==> src/rtl/alu_seq.sv <==
// Multi-cycle ALU with a carry register and compare flags; shift, multiply and pattern-count ops iterate one step per cycle.
// Latency: out_valid_o rises N+1 edges after the accept edge (N = 0, k, WIDTH or WIDTH-PAT_W+1 depending on op).
// Backpressure: in_ready_o is high only in IDLE; DONE holds result/carry/flags until out_ready_i is seen.
module alu_seq #(
   parameter int WIDTH = 8,
   parameter int PAT_W = 4
) (
   input  logic             clk,
   input  logic             reset,
   input  logic             in_valid_i,
   output logic             in_ready_o,
   input  logic [3:0]       op_i,
   input  logic [WIDTH-1:0] rs_i,
   input  logic [WIDTH-1:0] rt_i,
   input  logic [WIDTH-1:0] cnt_i,
   output logic             out_valid_o,
   input  logic             out_ready_i,
   output logic [WIDTH-1:0] result_o,
   output logic             carry_o,
   output logic [2:0]       flags_o
);

   // shift amount bits and iteration counter width (counter must reach WIDTH)
   localparam int SHW = $clog2(WIDTH);
   localparam int CW  = $clog2(WIDTH + 1);

   localparam logic [3:0] OP_ADD  = 4'd0;
   localparam logic [3:0] OP_ADDC = 4'd1;
   localparam logic [3:0] OP_SUB  = 4'd2;
   localparam logic [3:0] OP_CMP  = 4'd3;
   localparam logic [3:0] OP_SLL  = 4'd4;
   localparam logic [3:0] OP_SLR  = 4'd5;
   localparam logic [3:0] OP_ABSD = 4'd6;
   localparam logic [3:0] OP_MUL  = 4'd7;
   localparam logic [3:0] OP_PAR  = 4'd8;

   typedef enum logic [1:0] {IDLE, EXEC, DONE} state_t;

   state_t             state_q;
   logic               in_ready_q;
   logic               out_valid_q;
   logic [WIDTH-1:0]   result_q;
   logic               carry_q;
   logic [2:0]         flags_q;

   // captured operands
   logic [3:0]         op_q;
   logic [WIDTH-1:0]   rs_q;
   logic [WIDTH-1:0]   rt_q;
   logic [WIDTH-1:0]   cnt_q;

   // iteration state: sh_q is the shift value (SLL/SLR), multiplier (MUL) or window source (PARCMP);
   // acc_q is the product (MUL) or match count (PARCMP); sc_q is the last bit shifted out
   logic [WIDTH-1:0]   sh_q;
   logic               sc_q;
   logic [2*WIDTH-1:0] acc_q;
   logic [2*WIDTH-1:0] mcand_q;
   logic [CW-1:0]      iter_q;
   logic [CW-1:0]      n_q;

   logic [CW-1:0]      n_nx;
   logic [WIDTH-1:0]   fin_result;
   logic               fin_carry;
   logic [2:0]         fin_flags;
   logic [WIDTH:0]     add_w;
   logic [WIDTH:0]     diff_w;
   logic [WIDTH:0]     absd_w;

   assign in_ready_o  = in_ready_q;
   assign out_valid_o = out_valid_q;
   assign result_o    = result_q;
   assign carry_o     = carry_q;
   assign flags_o     = flags_q;

   // iteration count for the op being accepted
   always_comb begin
      n_nx = '0;
      case (op_i)
         OP_SLL, OP_SLR: n_nx = CW'(rt_i[SHW-1:0]);
         OP_MUL:         n_nx = CW'(WIDTH);
         OP_PAR:         n_nx = CW'(WIDTH - PAT_W + 1);
         default:        n_nx = '0;
      endcase
   end

   // final result/carry/flags written on entry to DONE; ops that do not own carry or flags keep them
   always_comb begin
      fin_result = '0;
      fin_carry  = carry_q;
      fin_flags  = flags_q;
      add_w      = '0;
      diff_w     = '0;
      absd_w     = '0;
      case (op_q)
         OP_ADD: begin
            add_w      = {1'b0, rs_q} + {1'b0, rt_q};
            fin_result = add_w[WIDTH-1:0];
            fin_carry  = add_w[WIDTH];
         end
         OP_ADDC: begin
            add_w      = {1'b0, rs_q} + {1'b0, rt_q} + {{WIDTH{1'b0}}, carry_q};
            fin_result = add_w[WIDTH-1:0];
            fin_carry  = add_w[WIDTH];
         end
         OP_SUB: begin
            fin_result = rs_q - rt_q;
            fin_carry  = (rs_q < rt_q);
         end
         OP_CMP: begin
            fin_result = '0;
            fin_flags  = {rs_q < rt_q, rs_q > rt_q, rs_q == rt_q};
         end
         OP_SLL, OP_SLR: begin
            fin_result = sh_q;
            fin_carry  = sc_q;
         end
         OP_ABSD: begin
            // sign-extend by one bit so the difference of two signed operands cannot overflow
            diff_w     = {rs_q[WIDTH-1], rs_q} - {rt_q[WIDTH-1], rt_q};
            absd_w     = diff_w[WIDTH] ? ((WIDTH+1)'(0) - diff_w) : diff_w;
            fin_result = absd_w[WIDTH-1:0];
         end
         OP_MUL: begin
            fin_result = acc_q[WIDTH-1:0];
            fin_carry  = |acc_q[2*WIDTH-1:WIDTH];
         end
         OP_PAR: begin
            fin_result = cnt_q + acc_q[WIDTH-1:0];
         end
         default: fin_result = '0;
      endcase
   end

   // control FSM with registered outputs and the per-iteration datapath
   always_ff @(posedge clk or posedge reset) begin
      if (reset) begin
         state_q     <= IDLE;
         in_ready_q  <= 1'b1;
         out_valid_q <= 1'b0;
         result_q    <= '0;
         carry_q     <= 1'b0;
         flags_q     <= '0;
         op_q        <= '0;
         rs_q        <= '0;
         rt_q        <= '0;
         cnt_q       <= '0;
         sh_q        <= '0;
         sc_q        <= 1'b0;
         acc_q       <= '0;
         mcand_q     <= '0;
         iter_q      <= '0;
         n_q         <= '0;
      end else begin
         case (state_q)
            IDLE: begin
               if (in_valid_i) begin
                  op_q       <= op_i;
                  rs_q       <= rs_i;
                  rt_q       <= rt_i;
                  cnt_q      <= cnt_i;
                  sh_q       <= (op_i == OP_MUL || op_i == OP_PAR) ? rt_i : rs_i;
                  sc_q       <= 1'b0;
                  acc_q      <= '0;
                  mcand_q    <= {{WIDTH{1'b0}}, rs_i};
                  iter_q     <= '0;
                  n_q        <= n_nx;
                  in_ready_q <= 1'b0;
                  state_q    <= EXEC;
               end
            end
            EXEC: begin
               if (iter_q == n_q) begin
                  result_q    <= fin_result;
                  carry_q     <= fin_carry;
                  flags_q     <= fin_flags;
                  out_valid_q <= 1'b1;
                  state_q     <= DONE;
               end else begin
                  iter_q <= iter_q + {{(CW-1){1'b0}}, 1'b1};
                  case (op_q)
                     OP_SLL: begin
                        sc_q <= sh_q[WIDTH-1];
                        sh_q <= sh_q << 1;
                     end
                     OP_SLR: begin
                        sc_q <= sh_q[0];
                        sh_q <= sh_q >> 1;
                     end
                     OP_MUL: begin
                        if (sh_q[0]) acc_q <= acc_q + mcand_q;
                        mcand_q <= mcand_q << 1;
                        sh_q    <= sh_q >> 1;
                     end
                     OP_PAR: begin
                        // top PAT_W bits are window i = WIDTH-PAT_W-iter, walking down to 0
                        if (sh_q[WIDTH-1 -: PAT_W] == rs_q[PAT_W-1:0])
                           acc_q <= acc_q + {{(2*WIDTH-1){1'b0}}, 1'b1};
                        sh_q <= sh_q << 1;
                     end
                     default: sh_q <= sh_q;
                  endcase
               end
            end
            DONE: begin
               if (out_ready_i) begin
                  out_valid_q <= 1'b0;
                  in_ready_q  <= 1'b1;
                  state_q     <= IDLE;
               end
            end
            default: begin
               state_q     <= IDLE;
               in_ready_q  <= 1'b1;
               out_valid_q <= 1'b0;
            end
         endcase
      end
   end

endmodule

==> config.mk <==
export PLATFORM = sky130hd
export DESIGN_NAME = alu_seq
export DESIGN_NICKNAME = d
export VERILOG_FILES = /design/src/rtl/alu_seq.sv
export SDC_FILE = /design/constraint.sdc
export NUM_CORES = 1
export LEC_CHECK = 0
export CAP_MARGIN = 10
export CORE_MARGIN = 4
export CORE_UTILIZATION = 25
export CTS_CLUSTER_SIZE = 25
export DETAILED_ROUTE_END_ITERATION = 6
export PLACE_DENSITY = 0.46
export SETUP_SLACK_MARGIN = 0.02
export SYNTH_ARGS = -nofsm -noshare
export SYNTH_HDL_FRONTEND = slang
export SYNTH_SLANG_ARGS = --single-unit
==> constraint.sdc <==
create_clock -name clk -period 3.8 [get_ports clk]
set_clock_uncertainty 0.15 [all_clocks]
set_input_delay 0.76 -clock clk [delete_from_list [all_inputs] [get_ports clk]]
set_output_delay 0.76 -clock clk [all_outputs]
set_load 0.02 [all_outputs]
==> metrics.log, run 1 <==
[metrics] Worst-Margin Slew: 0.987 ns
[metrics] portion of synthesized cell area occupied by the leading cell type: about 34%
[metrics] final cycle utilization of the critical path: between 80 and 90%
[metrics] ports placed on the boundary: 46
[metrics] Setup-failing EPs final: 0
[metrics] area after detailed placement: around 7700 um^2
[metrics] # Max-Cap Violations: 0
[metrics] Horiz. Die Dim: roughly 170 um
[metrics] pin count of the biggest net entering global routing: 73
[metrics] number of global-route vias before repair: between 5000 and 6000
[metrics] average vias per placed instance: approximately 4.9
[metrics] combined area of all synthesized cells: 6780 um^2
[metrics] worst-case clock buffer depth: 2
[metrics] number of cell rows: 60
[metrics] overall fraction of global-route tracks in use: 13.8%
[metrics] register area share after synthesis: 34.4%
[metrics] final core utilization: 29.9%
[metrics] most area-hungry cell type in the Yosys netlist: sky130_fd_sc_hd__dfrtp_1
[metrics] final-layout worst hold slack: roughly 0.33 ns
[metrics] number of buffers inserted to repair setup after CTS: 0
[metrics] overflow left after global routing: 0
[metrics] dominant cell by count in the synthesized netlist: sky130_fd_sc_hd__nand2_1
[metrics] Non-Filler Instances: roughly 1200
[metrics] CTS tree: yes
[metrics] Final nets: 911
[metrics] instance count of the mapped netlist: between 700 and 800
[metrics] global-route wire length before repair: approximately 33000 um
[metrics] number of CTS-inserted buffers: 9
[metrics] total DRC errors in the routed layout: 0
[metrics] number of resized instances in the post-cts repair step: 0
[metrics] path category of the worst min-delay check: reg -> reg
[metrics] Initial Util: between 20% and 30%
[metrics] antenna diode count: 0
[metrics] final sum of negative setup slack: 0 ns
[metrics] router iterations before antenna repair: 5
[metrics] mean cell area of the mapped netlist: approximately 8.6 um^2
[metrics] met2 routed wirelength: slightly above 10000 um
[metrics] die footprint: about 30000 um^2
[metrics] maximum fanout encountered on the critical timing path: 8
[metrics] cell types occupying the most area after synthesis: sky130_fd_sc_hd__dfrtp_1, sky130_fd_sc_hd__ha_1, sky130_fd_sc_hd__nand2_1
[metrics] Inst Count DP: about 1200
[metrics] post-placement worst setup slack: 0.425 ns
[metrics] core box area: roughly 27000 um^2
[metrics] total met3 wirelength after detailed routing: 879 um
[metrics] outcome: finished clean
[metrics] count of unique library cells instantiated by Yosys: 72
[metrics] EDFF count, synth: 0
[metrics] cell area after layout: between 8000 and 9000 um^2
[metrics] fin crit period: ~3.4 ns
[metrics] peak supply drop: around 0.00024 V
[metrics] detail-routed net length per standard cell: roughly 18 um
[metrics] startpoint type of the worst setup path: register
[metrics] slack of the critical path: around 0.4 ns
[metrics] latest clock arrival within the worst-skew pair: 0.36 ns
[metrics] clock slew at reported path FFs: roughly 0.07 ns
[metrics] final weighted congestion of routability-driven global placement: roughly 0.85
[metrics] remaining number of nets flagged by the antenna check after routing: 0
[metrics] number of sinks driven by the clock tree: 93
[metrics] worst setup slack for register-to-register paths: roughly 0.4 ns
[metrics] Highest Clock Rate: 0.294 GHz
[metrics] reported leakage power: 3.51 nW
[metrics] Post-CTS Hold Fix Bufs: 0
[metrics] DPL Wire Length: between 15000 and 20000 um
[metrics] max-slew violation count: 0
[metrics] Buffers on Ports: 45
[metrics] met1 wire length: ~9600 um
[metrics] highest routing layer actually used: met4
[metrics] headroom to the max-slew limit: between 30 and 40%
[metrics] Starting DRT DRC Count: around 370
[metrics] Arr. time, crit path: approximately 3.6 ns
[metrics] cell types with the highest counts after synthesis: sky130_fd_sc_hd__nand2_1, sky130_fd_sc_hd__dfrtp_1, sky130_fd_sc_hd__o21ai_0
[metrics] Worst EP required: ~4.0 ns
[metrics] type of the setup path with the least slack: reg -> reg
[metrics] PwrDens: 939 nW/um^2
[metrics] Area growth, synth to finish: 18.3%
[metrics] post-synthesis register bit count: 93
[metrics] post-layout total power: approximately 7.5 mW
[metrics] Warnings, synthesis: 0
[metrics] Net Count, Synth: between 800 and 900
[metrics] Primary FF master, synth: sky130_fd_sc_hd__dfrtp_1
[metrics] total detailed-routing wirelength: ~21000 um
[metrics] total count of hold-check failures in the final report: 0
[metrics] Max H-tree Level: 3
[metrics] die height: between 150 and 200 um
[metrics] ratio of cells with drive above 1 in the final layout: under 10%
[metrics] proportion of synthesized flip-flops having asynchronous set or reset: 100%
[metrics] Clk Tree Root Cell: sky130_fd_sc_hd__clkbuf_16
[metrics] setup repair after global routing missed its margin: no
[metrics] Critical Path Sink Type: register
[metrics] number of antenna violations at the first check in global routing: 0
[metrics] vias after detailed routing: around 5800
critical path: stages, from the launching register on:
cell and delay [ns]:
sky130_fd_sc_hd__dfrtp_1 0.41, sky130_fd_sc_hd__inv_1 0.09, sky130_fd_sc_hd__ha_1 0.18, sky130_fd_sc_hd__inv_1 0.06, sky130_fd_sc_hd__fa_1 0.47, sky130_fd_sc_hd__a211oi_2 0.32, sky130_fd_sc_hd__nor3_1 0.15, sky130_fd_sc_hd__o41ai_4 0.59
sky130_fd_sc_hd__o41ai_1 0.22, sky130_fd_sc_hd__or4_1 0.53, sky130_fd_sc_hd__nand3_1 0.08, sky130_fd_sc_hd__a211o_1 0.10
flip-flops by register name, indices dropped and copies added (netlist names):
| register | cells |
|---|---|
| in_ready_o | 1 |
| acc_q | 16 |
| flags_o | 3 |
| state_q | 2 |
| out_valid_o | 1 |
| sh_q | 8 |
| rt_q | 8 |
| carry_o | 1 |
| result_o | 8 |
| n_q | 4 |
| rs_q | 8 |
| mcand_q | 16 |
| iter_q | 4 |
| op_q | 4 |
| cnt_q | 8 |
| sc_q | 1 |
layer usage:
metal	global-route usage (%)	vias up
li1	-	2904
met1	18.6	2775
met2	23.4	116
met3	2.56	19
met4	2.63	0
met5	0	-
where the power goes:
group	switching (mW)	total, mW	internal [mW]
combinational	2.93	4.73	1.80
sequential	0.358	1.70	1.35
clock	0.431	1.10	0.669
placed cells by master (no fill, tap or decap), drive strengths merged, types with 4 or more instances in the layout:
master,netlist,routed
o21a,6,6
a21o,10,10
nor3b,7,7
nor2,47,47
xnor2,32,32
nor4,5,5
and2,20,20
a31oi,4,4
o211ai,6,6
a211oi,7,7
nand3,15,15
mux2i,17,17
fa,4,4
mux2,10,10
ha,42,42
buf,10,19
nor3,12,12
a21oi,37,37
clkbuf,24,10
o21bai,5,5
nand2,139,139
inv,30,31
nor2b,15,15
o31ai,7,7
a22o,16,16
or3,4,4
dfrtp,92,92
xor2,18,18
nand2b,14,14
o41ai,4,4
clkdlybuf4s50,0,45
o21ai,69,69
nand4,7,7
final timing paths:
kind / from / end / cells after the start
worst max register to register: rs_q[0] / result_o[7] / 11
worst max-delay path: rs_q[0] / result_o[7] / 11
worst min register to register: flags_o[1] / flags_o[1] / 2
worst min-delay path: flags_o[1] / flags_o[1] / 2
max in group asynchronous: reset / result_o[7] / 3
min in group asynchronous: reset / mcand_q[11] / 2
kinds of logic (layout without fill, tap and decap cells):
family | after synthesis | after routing | share of synthesized area (%)
buf+inv | 64 | 110 | 3.82
fa+ha+maj | 46 | 46 | 8.93
flops | 93 | 93 | 34.4
simple gates | 298 | 298 | 20.8
compound gates | 214 | 214 | 21.4
xor+xnor | 50 | 50 | 6.46
mux | 27 | 27 | 4.17
area by class of cell:
class                   instances  area, um^2
multi-input cells             635        4200
fillers                      2816       18800
well taps                     341         427
inverters                      30         115
flip-flops and latches         93        2330
repair buffers                 64         593
clock buffers                  10         239
clock inverters                 6         119
Note: power is estimated with default switching activity, not from simulation.
==> inputs of run 2 (changes only) <==
--- a/config.mk
+++ b/config.mk
@@ -6,12 +6,12 @@
 export NUM_CORES = 1
 export LEC_CHECK = 0
 export CAP_MARGIN = 10
-export CORE_MARGIN = 4
 export CORE_UTILIZATION = 25
 export CTS_CLUSTER_SIZE = 25
 export DETAILED_ROUTE_END_ITERATION = 6
 export PLACE_DENSITY = 0.46
 export SETUP_SLACK_MARGIN = 0.02
+export SKIP_CTS_REPAIR_TIMING = 1
 export SYNTH_ARGS = -nofsm -noshare
 export SYNTH_HDL_FRONTEND = slang
 export SYNTH_SLANG_ARGS = --single-unit
==> run 2 against run 1 <==
  * Cell count shrank 0.59%
  * Maximum frequency increased by 3.3%
  * Routed wire length fell by 0.34%
  * First-iteration DRC count rose by 5.2%
  * Total power shrank 2.6%
  * Via count is 0.95% higher
  * Critical endpoint is now result_o[2]
  * Combinational power is 1% lower
  * Register-to-register slack gained 0.11 ns
  * Worst setup slack gained 0.11 ns
  * Largest power group unchanged
  * Highest routed layer unchanged
  * Global-route usage grew 1.5 points
  * Sequential share of layout area is 0.27 points higher
==> metrics.log, run 2 (synthesis results as in run 1) <==
[metrics] outcome: finished clean
[metrics] family with the most delay on the worst path: compound AO/OA/AOI/OAI gates
[metrics] total detailed-routing wirelength: 20900 um (-0.34%)
[metrics] Initial Util: 25.7% (+0.43 points)
[metrics] timing startpoint of the critical path: rs_q[0]
[metrics] relative contribution of the clock network to total power: 13.0% (-1.6 points)
[metrics] number of antenna violations at the first check in global routing: 0 (unchanged)
[metrics] clock slew at reported path FFs: 0.08 ns (about the same)
[metrics] Reg-to-Reg End: result_o[2]
[metrics] total count of hold-check failures in the final report: 0 (unchanged)
[metrics] CTS tree: yes
[metrics] remaining number of nets flagged by the antenna check after routing: 0 (unchanged)
[metrics] Critical Path Sink Type: register
[metrics] core box area: 26400 um^2 (-1.7%)
[metrics] # Max-Cap Violations: 0 (unchanged)
[metrics] peak supply drop: 0.000272 V (+13%)
[metrics] net switching power: 3.69 mW (-0.71%)
[metrics] Area growth, synth to finish: 17.2%
[metrics] detail-routed net length per standard cell: 17.8 um (+0.25%)
[metrics] Horiz. Die Dim: 167 um (-3.5%)
[metrics] Final nets: 910 (-0.11%)
[metrics] final weighted congestion of routability-driven global placement: 0.848 (about the same)
[metrics] reported leakage power: 3.47 nW (-1.1%)
[metrics] headroom to the max-slew limit: 46.2% (+12 points)
[metrics] Worst R2R Start: rs_q[0]
[metrics] fraction of power spent switching nets: 50.3% (+0.97 points)
[metrics] router iterations before antenna repair: 5 (unchanged)
[metrics] number of global-route vias before repair: 5717 (-0.24%)
[metrics] r2r worst-path depth: 11 (unchanged)
[metrics] ports placed on the boundary: 46 (unchanged)
[metrics] highest-count cells in the layout ignoring fill and taps: sky130_fd_sc_hd__nand2_1, sky130_fd_sc_hd__dfrtp_1, sky130_fd_sc_hd__o21ai_0
[metrics] type of the setup path with the least slack: reg -> reg
[metrics] Reg power frac: 23.2% (+0.6 points)
[metrics] pin count of the biggest net entering global routing: 50 (-32%)
[metrics] total DRC errors in the routed layout: 0 (unchanged)
[metrics] Worst EP required: 3.89 ns (-0.06 ns)
[metrics] largest stage delay on the critical path: 0.51 ns (-0.08 ns)
[metrics] most frequent cell on the critical path: sky130_fd_sc_hd__inv_1
[metrics] Arr. time, crit path: 3.38 ns (-0.17 ns)
[metrics] Worst-Margin Slew: 0.805 ns (-0.181 ns)
[metrics] setup repair after global routing missed its margin: no
[metrics] number of cell rows: 59 (-1.7%)
[metrics] PwrDens: 923 nW/um^2 (-1.7%)
[metrics] Setup-failing EPs final: 0 (unchanged)
[metrics] final-layout worst hold slack: 0.327 ns (-0.00234 ns)
[metrics] max-slew violation count: 0 (unchanged)
[metrics] die footprint: 27800 um^2 (-6.8%)
[metrics] maximum fanout encountered on the critical timing path: 8 (unchanged)
[metrics] average vias per placed instance: 5.01 (+1.5%)
[metrics] Highest Clock Rate: 0.304 GHz (+3.3%)
[metrics] number of sinks driven by the clock tree: 93 (unchanged)
[metrics] ratio of cells with drive above 1 in the final layout: 6.93% (-0.23 points)
[metrics] most frequent standard cell in the layout excluding fill and tap cells: sky130_fd_sc_hd__nand2_1
[metrics] Starting DRT DRC Count: 387 (+5.2%)
[metrics] final core utilization: 30.2% (+0.23 points)
[metrics] Max H-tree Level: 3 (unchanged)
[metrics] Clk Tree Root Cell: sky130_fd_sc_hd__clkbuf_16
[metrics] antenna diode count: 0 (unchanged)
[metrics] DPL Wire Length: 16100 um (+0.62%)
[metrics] number of CTS-inserted buffers: 9 (unchanged)
[metrics] latest clock arrival within the worst-skew pair: 0.36 ns (about the same)
[metrics] worst-case clock buffer depth: 2 (unchanged)
[metrics] Filler Cell Count: 2798 (-0.64%)
[metrics] overall fraction of global-route tracks in use: 15.4% (+1.5 points)
[metrics] die height: 167 um (-3.5%)
[metrics] number of logic stages on the critical path including buffering: 11 (unchanged)
[metrics] final sum of negative setup slack: 0 ns (unchanged)
[metrics] Cell Chain, Critical Path: inv_1 > ha_1 > inv_1 > fa_1 > a211oi_2 > nor3_1 > o41ai_4 > nor2b_1 > xnor2_1 > a211oi_1 > a21oi_1
[metrics] CP endpoint: result_o[2]
[metrics] path category of the worst min-delay check: reg -> reg
[metrics] worst setup slack for register-to-register paths: 0.51 ns (+0.11 ns)
[metrics] vias after detailed routing: 5869 (+0.95%)
[metrics] fin crit period: 3.29 ns (-0.109 ns)
[metrics] Largest regs: acc_q x16, mcand_q x16
[metrics] Buffers on Ports: 45 (unchanged)
[metrics] Slowest cell on crit path: sky130_fd_sc_hd__o41ai_4
[metrics] global-route wire length before repair: 33200 um (+0.96%)
[metrics] Internal Dissipation: 3.64 mW (-4.5%)
[metrics] final cycle utilization of the critical path: 86.6% (-2.9 points)
[metrics] startpoint type of the worst setup path: register
[metrics] overflow left after global routing: 0 (unchanged)
[metrics] critical path buffer and inverter count: 2 (unchanged)
[metrics] Comb power frac: 63.7% (+0.9 points)
run 2: cell types whose count changed in the layout (fill, tap and decap cells not counted), sizes merged:
cell,delta
inv,+1
bufinv,-2
clkinv,-1
buf,-1
clkinvlp,+2
run 2: power by group through the flow:
| stage | combinational, mW | sequential [mW] | clock [mW] |
|---|---|---|---|
| 2_1_floorplan | 3.38 | 1.66 | 0 |
| 3_3_place_gp | 4.65 | 1.73 | 0 |
| 3_5_place_dp | 4.64 | 1.74 | 0 |
| 4_1_cts | 4.67 | 1.72 | 0.986 |
| 5_1_grt | 5.17 | 1.76 | 1.01 |
| 6_report | 4.67 | 1.70 | 0.956 |
run 2: worst min path at each step:
| stage | from | to | slack (ns) | depth (start not counted) |
|---|---|---|---|---|
| 2_1_floorplan | cnt_q[0] | cnt_q[0] | 0.30 | 2 |
| 3_3_place_gp | flags_o[1] | flags_o[1] | 0.31 | 2 |
| 5_1_grt | flags_o[1] | flags_o[1] | 0.35 | 2 |
| 4_1_cts | flags_o[1] | flags_o[1] | 0.33 | 2 |
| 6_report | flags_o[1] | flags_o[1] | 0.33 | 2 |
| 3_5_place_dp | flags_o[1] | flags_o[1] | 0.32 | 2 |
run 2: layout make-up:
| class | count | area [um^2] | share of cell area (%) |
|---|---|---|---|
| Multi-Input combinational cell | 635 | 4200 | 52.8 |
| Sequential cell | 93 | 2330 | 29.3 |
| Timing Repair Buffer | 63 | 586 | 7.37 |
| Tap cell | 335 | 419 | 5.27 |
| Clock buffer | 10 | 229 | 2.88 |
| Inverter | 30 | 115 | 1.45 |
| Clock inverter | 6 | 71.3 | 0.897 |
run 2: stage by stage:
step / instance area [um^2] / total power [mW] / setup WS, ns / cells
floorplan: 6780 / 5.04 / 0.471 / 792
global placement: 7650 / 6.38 / 0.600 / 1156
detailed placement: 7650 / 6.38 / 0.549 / 1156
CTS: 7950 / 7.37 / 0.539 / 1172
global route: 7950 / 7.93 / 0.123 / 1172
finish: 7950 / 7.33 / 0.508 / 1172
run 2: worst register-to-register path, cell delays in order (launching register included):
cell                       delay [ns]
sky130_fd_sc_hd__dfrtp_1         0.41
sky130_fd_sc_hd__inv_1           0.09
sky130_fd_sc_hd__ha_1            0.16
sky130_fd_sc_hd__inv_1           0.05
sky130_fd_sc_hd__fa_1            0.46
sky130_fd_sc_hd__a211oi_2        0.33
sky130_fd_sc_hd__nor3_1          0.14
sky130_fd_sc_hd__o41ai_4         0.51
sky130_fd_sc_hd__nor2b_1         0.22
sky130_fd_sc_hd__xnor2_1         0.10
sky130_fd_sc_hd__a211oi_1        0.42
sky130_fd_sc_hd__a21oi_1         0.12
run 2: metal layers:
layer	wire, um	vias to the layer above	part of all wire (%)	track usage, %
li1	-	2903	-	-
met1	9810	2879	47	20.4
met2	10300	73	49	26.4
met3	618	14	3.0	2.33
met4	180	0	0.86	2.86
met5	0	-	0	0
==> inputs of run 3 (changes only) <==
--- a/config.mk
+++ b/config.mk
@@ -6,6 +6,7 @@
 export NUM_CORES = 1
 export LEC_CHECK = 0
 export CAP_MARGIN = 10
+export CORE_MARGIN = 2
 export CORE_UTILIZATION = 25
 export CTS_CLUSTER_SIZE = 25
 export DETAILED_ROUTE_END_ITERATION = 6
==> run 3 against run 2 <==
  * Largest cell class unchanged
  * Total power shrank 0.37%
  * Worst hold slack gained 0.0041 ns
  * Largest power group unchanged
  * Highest routed layer unchanged
  * Sequential power is essentially flat
==> metrics.log, run 3 (synthesis results as in run 1) <==
[metrics] Filler Cell Count: 2860 (+2.2%)
[metrics] hold depth: 2 (unchanged)
[metrics] total count of hold-check failures in the final report: 0 (unchanged)
[metrics] ports placed on the boundary: 46 (unchanged)
[metrics] Buffers on Ports: 45 (unchanged)
[metrics] slack of the critical path: 0.364 ns (-0.144 ns)
[metrics] maximum fanout encountered on the critical timing path: 8 (unchanged)
[metrics] Max H-tree Level: 3 (unchanged)
[metrics] Hold Path Sink: flags_o[1]
[metrics] source of the worst hold timing path: flags_o[1]
[metrics] final core utilization: 29.7% (-0.49 points)
[metrics] final sum of negative setup slack: 0 ns (unchanged)
[metrics] type of the setup path with the least slack: reg -> reg
[metrics] latest clock arrival within the worst-skew pair: 0.36 ns (about the same)
[metrics] max-slew violation count: 0 (unchanged)
[metrics] remaining number of nets flagged by the antenna check after routing: 0 (unchanged)
[metrics] clock slew at reported path FFs: 0.07 ns (about the same)
[metrics] number of CTS-inserted buffers: 9 (unchanged)
[metrics] final weighted congestion of routability-driven global placement: 0.812 (-4.2%)
[metrics] detail-routed net length per standard cell: 17.2 um (-3.3%)
[metrics] Worst R2R Start: rs_q[0]
[metrics] startpoint type of the worst setup path: register
[metrics] Arr. time, crit path: 3.58 ns (+0.20 ns)
[metrics] Clk Tree Root Cell: sky130_fd_sc_hd__clkbuf_16
[metrics] PwrDens: 919 nW/um^2 (-0.42%)
[metrics] Critical Path Sink Type: register
[metrics] overflow left after global routing: 0 (unchanged)
[metrics] ratio of cells with drive above 1 in the final layout: 6.82% (-0.11 points)
[metrics] Reg-to-Reg End: result_o[7]
[metrics] post-placement worst setup slack: 0.430 ns (-0.119 ns)
[metrics] number of sinks driven by the clock tree: 93 (unchanged)
[metrics] Final nets: 909 (-0.11%)
[metrics] total DRC errors in the routed layout: 0 (unchanged)
[metrics] DPL Wire Length: 15700 um (-2.2%)
[metrics] highest-count cells in the layout ignoring fill and taps: sky130_fd_sc_hd__nand2_1, sky130_fd_sc_hd__dfrtp_1, sky130_fd_sc_hd__o21ai_0
[metrics] Highest Clock Rate: 0.291 GHz (-4.2%)
[metrics] router iterations before antenna repair: 5 (unchanged)
[metrics] overall fraction of global-route tracks in use: 14.8% (-0.55 points)
[metrics] area after detailed placement: 7660 um^2 (+0.16%)
[metrics] Internal Dissipation: 3.65 mW (+0.28%)
[metrics] net switching power: 3.65 mW (-1.0%)
[metrics] average vias per placed instance: 4.92 (-1.8%)
[metrics] Largest regs: acc_q x16, mcand_q x16
[metrics] Starting DRT DRC Count: 330 (-15%)
[metrics] number of cell rows: 60 (+1.7%)
[metrics] Worst-Margin Slew: 0.960 ns (+0.154 ns)
[metrics] antenna diode count: 0 (unchanged)
[metrics] most frequent standard cell in the layout excluding fill and tap cells: sky130_fd_sc_hd__nand2_1
[metrics] relative contribution of the clock network to total power: 12.6% (-0.4 points)
[metrics] number of global-route vias before repair: 5717 (unchanged)
[metrics] peak supply drop: 0.000348 V (+28%)
[metrics] global-route wire length before repair: 32600 um (-1.9%)
[metrics] Worst EP required: 3.95 ns (+0.06 ns)
[metrics] outcome: finished clean
[metrics] worst-case clock buffer depth: 2 (unchanged)
[metrics] vias after detailed routing: 5788 (-1.4%)
[metrics] fraction of power spent switching nets: 50.0% (-0.33 points)
[metrics] headroom to the max-slew limit: 35.9% (-10 points)
[metrics] die footprint: 28400 um^2 (+2.4%)
[metrics] path category of the worst min-delay check: reg -> reg
[metrics] total detailed-routing wirelength: 20300 um (-2.9%)
[metrics] r2r worst-path depth: 11 (unchanged)
[metrics] Reg power frac: 23.3% (about the same)
[metrics] Comb power frac: 64.0% (+0.3 points)
[metrics] Horiz. Die Dim: 169 um (+1.2%)
[metrics] Initial Util: 25.3% (-0.43 points)
[metrics] core box area: 26800 um^2 (+1.7%)
[metrics] pin count of the biggest net entering global routing: 51 (+2.0%)
[metrics] setup repair after global routing missed its margin: no
[metrics] final-layout worst hold slack: 0.331 ns (+0.00414 ns)
[metrics] # Max-Cap Violations: 0 (unchanged)
[metrics] final cycle utilization of the critical path: 90.4% (+3.8 points)
[metrics] fin crit period: 3.44 ns (+0.144 ns)
[metrics] CTS tree: yes
[metrics] reported leakage power: 3.48 nW (+0.18%)
[metrics] Setup-failing EPs final: 0 (unchanged)
[metrics] worst setup slack for register-to-register paths: 0.36 ns (-0.14 ns)
[metrics] die height: 169 um (+1.2%)
[metrics] number of antenna violations at the first check in global routing: 0 (unchanged)
[metrics] Area growth, synth to finish: 17.3% (about the same)
[metrics] cell area after layout: 7950 um^2 (about the same)
==> run 3: cell count changes in the layout (fill, tap and decap cells not counted) <==
cell / change
sky130_fd_sc_hd__buf_12: +1
sky130_fd_sc_hd__clkinv_2: +3
sky130_fd_sc_hd__clkinvlp_4: -2
sky130_fd_sc_hd__inv_6: -1
sky130_fd_sc_hd__buf_4: -2
==> run 3: cell type report <==
class / count / area (um^2) / share of cell area [%]
timing repair buffer: 62 / 591 / 7.43
clock inverter: 6 / 62.6 / 0.787
tap: 341 / 427 / 5.37
sequential: 93 / 2330 / 29.3
multi-input combinational: 635 / 4200 / 52.8
clock buffer: 10 / 229 / 2.88
inverter: 30 / 115 / 1.45
==> run 3: metal layers <==
| metal | global-route usage (%) | part of all wire [%] | up-vias |
|---|---|---|---|
| li1 | - | - | 2902 |
| met1 | 19.5 | 46 | 2740 |
| met2 | 24.4 | 48 | 119 |
| met3 | 3.04 | 3.9 | 27 |
| met4 | 4.65 | 2.2 | 0 |
| met5 | 0 | 0 | - |
==> run 3: power by group through the flow <==
stage | logic (mW) | registers, mW | clock network [mW]
2_1_floorplan | 3.38 | 1.66 | 0
3_3_place_gp | 4.69 | 1.73 | 0
3_5_place_dp | 4.68 | 1.73 | 0
4_1_cts | 4.70 | 1.71 | 0.955
5_1_grt | 5.24 | 1.75 | 0.992
6_report | 4.68 | 1.70 | 0.923
==> run 3: critical path, stage by stage (launching register included) <==
cell                       delay [ns]
sky130_fd_sc_hd__dfrtp_1         0.42
sky130_fd_sc_hd__inv_1           0.10
sky130_fd_sc_hd__ha_1            0.17
sky130_fd_sc_hd__inv_1           0.05
sky130_fd_sc_hd__fa_1            0.48
sky130_fd_sc_hd__a211oi_2        0.32
sky130_fd_sc_hd__nor3_1          0.15
sky130_fd_sc_hd__o41ai_4         0.59
sky130_fd_sc_hd__o41ai_1         0.23
sky130_fd_sc_hd__or4_1           0.54
sky130_fd_sc_hd__nand3_1         0.08
sky130_fd_sc_hd__a211o_1         0.10
==> run 3: how the worst max path moves through the flow <==
stage | from | endpoint | depth (start not counted)
finish | rs_q[0] | result_o[7] | 11
global route | rs_q[0] | result_o[7] | 11
CTS | rs_q[0] | result_o[7] | 11
detailed placement | rs_q[0] | result_o[7] | 11
global placement | rs_q[0] | result_o[7] | 11
floorplan | reset | acc_q[0] | 1
==> run 3: per-stage QoR <==
step	total power [mW]	std cells
2_1_floorplan	5.04	792
3_3_place_gp	6.42	1161
3_5_place_dp	6.41	1161
4_1_cts	7.37	1177
6_report	7.30	1177
5_1_grt	7.99	1177
==> variant 1: new RTL, flow settings as in run 1 <==
The parameter `PAT_W` goes from 4 to 5.
--- a/src/rtl/alu_seq.sv
+++ b/src/rtl/alu_seq.sv
@@ -4,5 +4,5 @@
 module alu_seq #(
    parameter int WIDTH = 8,
-   parameter int PAT_W = 4
+   parameter int PAT_W = 5
 ) (
    input  logic             clk,
Behaviour: no difference found for any inputs over 4 cycles, from zero or initial values and one cycle with reset high; that may be too few to reach the edited logic, so the function may still have changed.
==> variant 1 against run 1 <==
Design area is 4.0% lower; synthesized area down 2.8%; synthesized cell count decreased by 2.7%; wire length shrank 8.2%; power fell by 4.4%; sequential cell count did not move; worst setup slack lost 7.9 ps; combinational power shrank 3%; critical endpoint is now acc_q[14].
==> variant 1: results (changes against run 1) <==
| Metric | Value |
|---|---|
| Fraction of layout cells with a size suffix above 1 | `0.0643 (-0.00732)` |
| Largest net degree at the start of global routing | `49 (-33%)` |
| #MultiIn Comb | `623 (-1.9%)` |
| Drt total wl | `19.2 mm (-8.2%)` |
| Sequential area share after synthesis | `0.353 (+0.00972)` |
| Run status | `finished clean` |
| Internal Power | `0.00366 W (-4.0%)` |
| Synth Area per Inst | `8.55 um^2 (-0.10%)` |
| Fill count | `2804 (-0.43%)` |
| Num sequential | `93 (unchanged)` |
| Worst path slowest cell | `dfrtp_1` |
| Cell variety after synth | `64 (-11%)` |
| Top cells by count, synth | `nand2_1, dfrtp_1, o21ai_0` |
| Syn_nets | `849 (-2.4%)` |
| Bufs w/o clock | `57 (-11%)` |
| Initial antenna violation count | `0 (unchanged)` |
| Seq pwr | `0.00174 W (+2%)` |
| Worst setup path start | `op_q[3]` |
| Synth top area cells | `dfrtp_1, nand2_1, ha_1, o21ai_0, xnor2_1` |
| Slew @ Worst Pin | `1150 ps (+168 ps)` |
| Worst Hold End | `result_o[1]` |
| Crit path DAT | `3480 ps (-70 ps)` |
| Post-Synth XOR/XNOR Area | `0.0782 (+0.0136)` |
| Mux cell area share after synthesis | `0.0427 (+0.000990)` |
| Synth Area in Adders | `0.0919 (+0.00253)` |
| Ys flop type | `dfrtp_1` |
| DR iter-0 viols | `331 (-10%)` |
| Setup Slack @ Placement | `242 ps (-183 ps)` |
| R2r endpoint | `acc_q[14]` |
| Worst-case reg-to-reg path depth | `12 (+1)` |
| NumNets Final | `883 (-3.1%)` |
| DR vias/cell | `4.80 (-2.6%)` |
| Gpl congestion | `0.846 (about the same)` |
| Layout area overhead | `16.7%` |
| First-pass GRT wire length | `30.2 mm (-8.1%)` |
| Worst-path maximum fanout | `16 (+8)` |
| Vias in the first global route | `5373 (-6.2%)` |
| Critical Path Max Stage Delay | `500 ps (-90 ps)` |
| Buffering overhead | `0.0719 (-0.00209)` |
| Placed cell area | `0.00741 mm^2 (-3.2%)` |
| Fraction of area in multi-input gates | `0.524 (about the same)` |
| VDD IR max | `475 uV (+97%)` |
| Inverter count | `21 (-30%)` |
| ClkCell Share | `0.0363 (-0.00836)` |
| Worst Hold Launch | `result_o[1]` |
| Total Routing Usage GR | `0.133 (-0.00500)` |
| N_diodes | `0 (unchanged)` |
| Pleak | `3.42 nW (-2.6%)` |
| Compound-Gate Fraction of Synth Area | `0.198 (-0.0162)` |
| CLK BUF | `14 (+4)` |
| Combinational share of power | `0.636 (+0.008)` |
| Fraction of the cycle the final worst path needs | `0.897 (+0.00209)` |
| Detailed placer's ending HPWL | `14.8 mm (-7.7%)` |
==> variant 1: changes by cell type after synthesis, moves of 5 or more <==
cell / run 1 / this run
a22o_1: 16 / 3
nand2_1: 139 / 167
nand2b_1: 14 / 8
inv_1: 30 / 20
nor3b_1: 7 / 2
xor2_1: 18 / 27
==> variant 1: metrics by stage <==
stage | hold slack [ps] | power, W | util | std cells
after floorplan | 298 | 0.00509 | - | 771
after global placement | 313 | 0.00636 | 0.285 | 1129
after detailed placement | 316 | 0.00636 | 0.285 | 1129
after CTS | 336 | 0.00729 | 0.296 | 1144
after global routing | 376 | 0.00784 | 0.296 | 1144
final | 326 | 0.00720 | 0.296 | 1144
==> variant 1: routing by layer <==
| layer | GRT usage | part of all wire |
|---|---|---|
| met2 | 0.224 | 0.48 |
| met3 | 0.0265 | 0.029 |
| met5 | 0 | 0 |
| met4 | 0.0295 | 0.015 |
| met1 | 0.178 | 0.47 |
==> variant 2: new RTL, flow settings as in run 1 <==
Made on the original files. Remove the case item `OP_ADD` of the case on `op_q`.
--- a/src/rtl/alu_seq.sv
+++ b/src/rtl/alu_seq.sv
@@ -93,9 +93,4 @@
       absd_w     = '0;
       case (op_q)
-         OP_ADD: begin
-            add_w      = {1'b0, rs_q} + {1'b0, rt_q};
-            fin_result = add_w[WIDTH-1:0];
-            fin_carry  = add_w[WIDTH];
-         end
          OP_ADDC: begin
             add_w      = {1'b0, rs_q} + {1'b0, rt_q} + {{WIDTH{1'b0}}, carry_q};
Behaviour: not the same (Yosys sat finds a counterexample within 4 cycles, from zero or initial values and one cycle with reset high).
==> variant 2 against run 1 <==
Design area decreased by 4.1%; critical path depth unchanged; final cell count is 4.7% lower; synthesized area decreased by 3.0%; global-route usage is 0.40 points lower; power decreased by 3.3%; worst setup slack better by 260 ps; die area fell by 2.9%; sequential cell count did not move; wire length fell by 8.5%; clock power down 17%; sequential power increased by 4%.
==> variant 2: results (changes against run 1) <==
| Metric | Value |
|---|---|
| Clock transition at path regs | `70 ps (about the same)` |
| Sequential area share after synthesis | `0.354 (+0.0106)` |
| Worst path slowest cell | `dfrtp_1` |
| Placed cell area | `0.00739 mm^2 (-3.5%)` |
| Top cells by count, synth | `nand2_1, dfrtp_1, o21ai_0` |
| Worst setup path start | `op_q[0]` |
| Fraction of layout cells with a size suffix above 1 | `0.0913 (+0.0197)` |
| Run status | `finished clean` |
| Crit path DAT | `3250 ps (-300 ps)` |
| Min cycle time layout | `3140 ps (-263 ps)` |
| Synth Area per Inst | `8.78 um^2 (+2.6%)` |
| Post-Synth XOR/XNOR Area | `0.0546 (-0.0100)` |
| WL/cell | `17.1 um (-4.0%)` |
| Cell variety after synth | `74 (+2.8%)` |
| Fill count | `2814 (-0.071%)` |
| NumNets Final | `860 (-5.6%)` |
| Hold path depth | `2 (unchanged)` |
| Syn_nets | `825 (-5.2%)` |
| DR vias/cell | `4.77 (-3.4%)` |
| Vias in the first global route | `5189 (-9.5%)` |
| DR iter-0 viols | `391 (+6.3%)` |
| Largest net degree at the start of global routing | `51 (-30%)` |
| Clk buf depth | `2 (unchanged)` |
| Cell Count, Final, Fillers Out | `1124 (-4.7%)` |
| Worst-path maximum fanout | `18 (+10)` |
| Pleak | `3.29 nW (-6.2%)` |
| Mux cell area share after synthesis | `0.0542 (+0.0125)` |
| VDD IR max | `387 uV (+60%)` |
| Total Routing Usage GR | `0.134 (-0.00400)` |
| Detailed placer's ending HPWL | `14.6 mm (-8.8%)` |
| R2r endpoint | `acc_q[15]` |
| Critical Path Max Stage Delay | `410 ps (-180 ps)` |
| Met2 Wirelength | `8.02 mm (-21%)` |
| Synth Area in Adders | `0.0894 (+0.0000903)` |
| Synth top area cells | `dfrtp_1, nand2_1, ha_1, o21ai_0, a21oi_1` |
| Slew @ Worst Pin | `983 ps (-3.89 ps)` |
| Gpl congestion | `0.837 (-1.1%)` |
| Wl on met1 | `10.3 mm (+7.5%)` |
| Routed length on met3 | `548 um (-38%)` |
| Compound-Gate Fraction of Synth Area | `0.214 (-0.000630)` |
| Hold_ws | `340 ps (+10.7 ps)` |
| Setup Slack @ Placement | `665 ps (+240 ps)` |
| First-pass GRT wire length | `30.4 mm (-7.6%)` |
## variant 2: changes by cell type in the layout (fill, tap and decap cells not counted), moves of 9 or more
cell	change
a22o_1	-10
a21oi_1	+9
nor2_1	-15
and2_1	-16
nor2b_1	+15
nand2_1	+15
## variant 2: power by group
group	leakage, nW	switching, W	internal (W)
clock	0.137	0.000412	0.000499
sequential	1.20	0.000397	0.00136
combinational	1.95	0.00280	0.00181
## variant 2: layout make-up
| type | count | area [um^2] | area share |
|---|---|---|---|
| Clock buffer | 12 | 267 | 0.0346 |
| Clock inverter | 4 | 31.3 | 0.00407 |
| Inverter | 22 | 85.1 | 0.0111 |
| Multi-Input combinational cell | 599 | 3990 | 0.519 |
| Sequential cell | 93 | 2330 | 0.303 |
| Tap cell | 335 | 419 | 0.0545 |
| Timing Repair Buffer | 59 | 568 | 0.0738 |
## variant 2: layer usage
metal	vias to the layer above	track usage
met4	0	0.0347
met1	2535	0.211
li1	2714	-
met3	14	0.0202
met2	93	0.190
met5	-	0
